==> src/rtl/clock_pkg.sv <==
// Shared BCD limits and digit type for the time-of-day counter.
`default_nettype none

package clock_pkg;
  typedef logic [3:0] bcd_t;

  localparam bcd_t SEC_H_MAX       = 4'd5;
  localparam bcd_t DIG_MAX         = 4'd9;
  localparam bcd_t HOUR_H_MAX      = 4'd2;
  localparam bcd_t HOUR_L_MAX_AT_2 = 4'd3;
endpackage

`default_nettype wire

==> src/rtl/bcd_sixty_counter.sv <==
// Two-digit BCD 00..59 counter with sanitised parallel load; used for seconds and minutes.
`default_nettype none

module bcd_sixty_counter
  import clock_pkg::*;
(
  input  logic       clk,
  input  logic       rst,
  input  logic       inc,
  input  logic       load,
  input  logic [3:0] load_L,
  input  logic [3:0] load_H,
  output logic [3:0] L,
  output logic [3:0] H,
  output logic       carry
);

  logic load_ok;

  assign load_ok = (load_H <= SEC_H_MAX) && (load_L <= DIG_MAX);
  assign carry   = inc && (H == SEC_H_MAX) && (L == DIG_MAX);

  always_ff @(posedge clk or posedge rst) begin
    if (rst) begin
      L <= '0;
      H <= '0;
    end else if (load) begin
      // An out-of-range field loads as 00 rather than a partially valid value.
      L <= load_ok ? load_L : '0;
      H <= load_ok ? load_H : '0;
    end else if (inc) begin
      if (L == DIG_MAX) begin
        L <= '0;
        H <= (H == SEC_H_MAX) ? '0 : H + 4'd1;
      end else begin
        L <= L + 4'd1;
      end
    end
  end

endmodule

`default_nettype wire

==> src/rtl/auto_clocking.sv <==
// Free-running HH:MM:SS BCD clock with switch-triggered load and a one-second prescaler.
`default_nettype none

module auto_clocking
  import clock_pkg::*;
#(
  parameter int TICK_DIV = 50_000_000,
  parameter int PRE_W    = 26
) (
  input  logic       clk,
  input  logic       rst,
  input  logic       sw0,
  input  logic       sw1,
  input  logic [3:0] manual_secL,
  input  logic [3:0] manual_secH,
  input  logic [3:0] manual_minL,
  input  logic [3:0] manual_minH,
  input  logic [3:0] manual_hourL,
  input  logic [3:0] manual_hourH,
  output logic [3:0] secL,
  output logic [3:0] secH,
  output logic [3:0] minL,
  output logic [3:0] minH,
  output logic [3:0] hourL,
  output logic [3:0] hourH,
  output logic       sec_tick,
  output logic       day_wrap
);

  localparam logic [PRE_W-1:0] PRE_LAST = PRE_W'(TICK_DIV - 1);

  logic             sw0_s1, sw0_s2, sw0_s3;
  logic             sw1_s1, sw1_s2;
  logic [PRE_W-1:0] pre;
  logic             rise, load, tick_now;
  logic             sec_carry, min_carry;
  logic             hour_ok;

  assign rise     = sw0_s2 & ~sw0_s3;
  assign load     = rise & sw1_s2;
  assign tick_now = sw0_s2 & sw0_s3 & (pre == PRE_LAST);

  always_ff @(posedge clk or posedge rst) begin
    if (rst) begin
      sw0_s1 <= 1'b0;
      sw0_s2 <= 1'b0;
      sw0_s3 <= 1'b0;
      sw1_s1 <= 1'b0;
      sw1_s2 <= 1'b0;
    end else begin
      sw0_s1 <= sw0;
      sw0_s2 <= sw0_s1;
      sw0_s3 <= sw0_s2;
      sw1_s1 <= sw1;
      sw1_s2 <= sw1_s1;
    end
  end

  // The run edge itself restarts the second, so the first tick lands TICK_DIV cycles later.
  always_ff @(posedge clk or posedge rst) begin
    if (rst) begin
      pre <= '0;
    end else if (!sw0_s2 || rise || tick_now) begin
      pre <= '0;
    end else begin
      pre <= pre + 1'b1;
    end
  end

  bcd_sixty_counter u_sec (
    .clk    (clk),
    .rst    (rst),
    .inc    (tick_now),
    .load   (load),
    .load_L (manual_secL),
    .load_H (manual_secH),
    .L      (secL),
    .H      (secH),
    .carry  (sec_carry)
  );

  bcd_sixty_counter u_min (
    .clk    (clk),
    .rst    (rst),
    .inc    (sec_carry),
    .load   (load),
    .load_L (manual_minL),
    .load_H (manual_minH),
    .L      (minL),
    .H      (minH),
    .carry  (min_carry)
  );

  assign hour_ok = (manual_hourH <= HOUR_H_MAX) && (manual_hourL <= DIG_MAX) &&
                   !((manual_hourH == HOUR_H_MAX) && (manual_hourL > HOUR_L_MAX_AT_2));

  always_ff @(posedge clk or posedge rst) begin
    if (rst) begin
      hourL <= '0;
      hourH <= '0;
    end else if (load) begin
      hourL <= hour_ok ? manual_hourL : '0;
      hourH <= hour_ok ? manual_hourH : '0;
    end else if (min_carry) begin
      if ((hourH == HOUR_H_MAX) && (hourL == HOUR_L_MAX_AT_2)) begin
        hourL <= '0;
        hourH <= '0;
      end else if (hourL == DIG_MAX) begin
        hourL <= '0;
        hourH <= hourH + 4'd1;
      end else begin
        hourL <= hourL + 4'd1;
      end
    end
  end

  always_ff @(posedge clk or posedge rst) begin
    if (rst) begin
      sec_tick <= 1'b0;
      day_wrap <= 1'b0;
    end else begin
      sec_tick <= tick_now;
      day_wrap <= min_carry && (hourH == HOUR_H_MAX) && (hourL == HOUR_L_MAX_AT_2);
    end
  end

endmodule

`default_nettype wire

==> config.mk <==
export PLATFORM = sky130hd
export DESIGN_NAME = auto_clocking
export DESIGN_NICKNAME = d
export VERILOG_FILES = /design/src/rtl/clock_pkg.sv /design/src/rtl/bcd_sixty_counter.sv /design/src/rtl/auto_clocking.sv
export SDC_FILE = /design/constraint.sdc
export NUM_CORES = 1
export LEC_CHECK = 0
export CAP_MARGIN = 25
export CORE_ASPECT_RATIO = 1.2
export CORE_MARGIN = 5
export CORE_UTILIZATION = 40
export DETAILED_ROUTE_END_ITERATION = 7
export SYNTH_ARGS = -nofsm -noshare
export SYNTH_HDL_FRONTEND = slang
export SYNTH_SLANG_ARGS = --single-unit
==> constraint.sdc <==
create_clock -name clk -period 2.84 [get_ports clk]
set_clock_uncertainty 0.1 [all_clocks]
set_input_delay 0.568 -clock clk [delete_from_list [all_inputs] [get_ports clk]]
set_output_delay 0.568 -clock clk [all_outputs]
set_load 0.005 [all_outputs]
==> results.txt <==
----------------------------------------------------
[Outcome]
  Run status ... finished, final reports clean

[STA]
  Number of setup violations in the final report ... 0
  Max frequency ... 396 MHz
  Final Hold Fails ... 0
  Final max-slew violation count ... 0
  Slew headroom ... 65.2%
  Smallest hold slack ... 0.252 ns
  Time the worst path needs with I/O delays and setup ... 2.52 ns
  Tcrit/Tclk final ... 88.8%
  Final WS setup ... 0.317 ns
  Slew at the pin with the worst max-slew slack ... 0.522 ns
  Unrepaired setup endpoints after global routing ... no
  Setup tns final ... 0 ns

[Clock network]
  Max H-tree Level ... 3
  CTS tree ... yes
  Post-CTS setup-driven buffer insertion count ... 0
  Clock slew at the register clock pins of the worst setup and hold paths ... 0.07 ns
  # resized after CTS ... 0
  Number of sinks on the clock net ... 57
  Clock insertion delay at the later pin of the skew report ... 0.34 ns
  Hold_buf cts ... 0
  Root Buffer ... clkbuf_8
  Number of buffers between clock root and the deepest sink ... 2
  Number of CTS-inserted buffers ... 9

[Placement]
  Pre-CTS WS ... 0.347 ns
  Routability Congestion ... 0.819
  Port-buffer cells ... 53
  Post-detail-place hpwl ... 5510 um

[Synthesis]
  Synth top area cells ... dfrtp_1 45%, nor2_1 5.0%, xnor2_1 4.1%, nand2_1 4.0%, nand4_1 3.9%
  Flip-flop cell with the highest count after synthesis ... dfrtp_1
  Number of standard cells after synthesis ... 346
  Asr flop ratio synth ... 100%
  Synthesized Nets ... 377
  Synthesized area divided by synthesized cell count ... 9.20 um2
  Number of distinct standard cells referenced by the synthesized netlist ... 55
  Number of storage elements in the synthesis netlist ... 57
  Number of synthesized flops with an enable pin ... 0
  Ranking of synthesized cells by instance count ... 57 x dfrtp_1, 42 x nor2_1, 34 x nand2_1, 20 x nand4_1, 17 x nand3_1
  Cell area after synthesis ... 3180 um2
  Sequential cell area fraction in the yosys report ... 44.8%
  Area share of the largest cell type after synthesis ... 44.8%
  Cell accounting for the most synthesized area ... dfrtp_1
  Ys Warns ... 0
  Most frequent cell after synthesis ... dfrtp_1

[Final layout]
  Syn-to-layout area delta ... 27.5%
  Sequential Area ... 1430 um2
  Core occupancy in the finished layout ... 52.6%
  Fraction of final layout cells sized beyond drive strength 1 ... 8.82%
  Footprint of the multi-input gates ... 1650 um2
  Count of antenna diodes in the layout ... 0
  Net count, final ... 434
  Number of fill cells in the layout ... 735

[Global routing]
  Total congestion overflow after global routing ... 0
  Global-route met1 utilization ... 20.4%
  First-pass GRT wire length ... 12500 um
  Combined global-route utilization of all metal layers ... 15.4%
  Met2 routing resource usage after global routing ... 24.5%
  GRT Max-Usage Layer ... met2
  Global-route met3 utilization ... 2.73%
  Via count of the first global-routing pass ... 2640
  Number of antenna violations at the first check in global routing ... 0
  Largest net degree at the start of global routing ... 40

[Worst setup path]
  Flop2flop setup slack ... 0.32 ns
  Maximum fanout count along the critical path ... 7
  Critical Path Sink Type ... flop
  Worst Path Class, Setup ... flop to flop
  Kind of start point of the critical path ... flop
  Worst flop-to-flop path startpoint ... hourH[0]
  Number of cell instances on the worst register-to-register path ... 7
  Endpoint of the worst register-to-register path ... hourH[0]
  Last element of the critical path ... hourH[0]
  Arrival time at the worst endpoint ... 2.65 ns
  Start point of the critical path ... hourH[0]
  Data required time of the worst path ... 2.97 ns

[Power and ir drop]
  Leak Pwr ... 1.62 nW
  Power Density ... 517 nW/um2
  Fraction of power spent switching nets ... 25.5%
  Net switching power figure ... 0.534 mW
  Worst VDD drop ... 0.398 mV
  Part of the total power dissipated in combinational logic ... 15.3%
  Pwr Total ... 2.10 mW
  Cell internal power dissipation ... 1.56 mW
  Register share of total power ... 44.0%
  Clock Power Share ... 40.7%

[Floorplanning]
  Height of the chip ... 108 um
  Chip Width ... 91.4 um
  Std-Cell Core Area ... 7710 um2
  Total Die Area ... 9850 um2
  Boundary Pins ... 54
  Starting density of the core ... 41.3%
  Number of rows created at floorplan ... 35

[Detailed routing]
  Wire length after detailed routing ... 7630 um
  Number of search-and-repair iterations in the first detailed-routing pass ... 4
  Count of antenna-violating nets left after detailed routing ... 0
  First DRT Iteration DRCs ... 88
  Drt drc ... 0
  Avg WL per Cell ... 15.3 um
  Number of vias per cell ... 5.58
  Detailed-route via count ... 2792

[Hold path]
  Class of the worst hold path ... flop to flop

[Flow run]
  Max-cap violations ... 0

----------------------------------------------------
power groups by stage:
stage	sequential, mW	combinational (mW)	clock [mW]
final	0.921	0.321	0.854
after CTS	0.921	0.327	0.865
after global placement	0.933	0.320	0
after global routing	0.932	0.357	0.904
after floorplan	0.922	0.165	0
after detailed placement	0.936	0.325	0
cell families after synthesis:
family,Yosys count,synth area share (%)
fa+ha+maj,3,1.18
flops,57,44.8
mux,6,2.01
simple gates,176,30.4
compound gates,47,10.3
xor+xnor,29,7.98
buf+inv,28,3.38
critical path: stages, from the launching register on:
cell	delay, ns
dfrtp_1	0.43
inv_1	0.08
ha_1	0.13
or4b_4	0.49
nor3_4	0.26
a311oi_2	0.13
o31ai_1	0.42
mux2_2	0.38
registers in the layout (all words and copies together) (netlist names), 4 cells and up:
signal	cells
hourH	4
hourL	4
pre	26
u_min.H	4
u_min.L	4
u_sec.H	4
u_sec.L	4
metal layers:
layer	vias to the layer above	share of wire (%)
met5	-	0
met3	10	4.3
li1	1377	-
met1	1348	46
met2	57	48
met4	0	1.4
stage by stage:
step                      instances  instance area (um2)
after global routing            500                 4060
after CTS                       500                 4060
after floorplan                 346                 3180
after global placement          484                 3840
final                           500                 4060
after detailed placement        484                 3840
placed cells by master (no fill, tap or decap), types with 3 or more instances in the layout:
cell and n:
xor2_1 14, dfrtp_1 57, clkdlybuf4s50_1 53, and4_1 8, a21oi_1 9, o31ai_1 5, nor4_1 9, mux2_2 3
nand3_1 17, o21ai_0 10, xnor2_1 15, inv_1 13, mux2i_1 3, nand4_1 20, nor3_1 11, nor2_1 42
buf_4 6, clkbuf_8 10, ha_1 3, nand2_1 34, o211ai_1 5, and3_1 7, a31oi_1 3, nand4b_1 4
nor2b_1 4
area by class of cell:
type / instances / area share, %
Timing Repair Buffer: 60 / 14.7
Clock inverter: 5 / 1.94
Clock buffer: 11 / 3.48
Inverter: 14 / 1.30
Sequential cell: 57 / 35.2
Multi-Input combinational cell: 261 / 40.6
Tap cell: 92 / 2.84
how the worst min path moves through the flow:
stage,depth (start not counted),slack [ns],end,from
4_1_cts,0,0.26,sw0_s2,sw0_s1
6_report,0,0.25,sw0_s2,sw0_s1
3_5_place_dp,0,0.24,sw0_s2,sw0_s1
5_1_grt,0,0.27,sw0_s2,sw0_s1
3_3_place_gp,0,0.24,sw1_s2,sw1_s1
2_1_floorplan,0,0.23,sw0_s2,sw0_s1
Note: power is estimated with default switching activity, not from simulation.
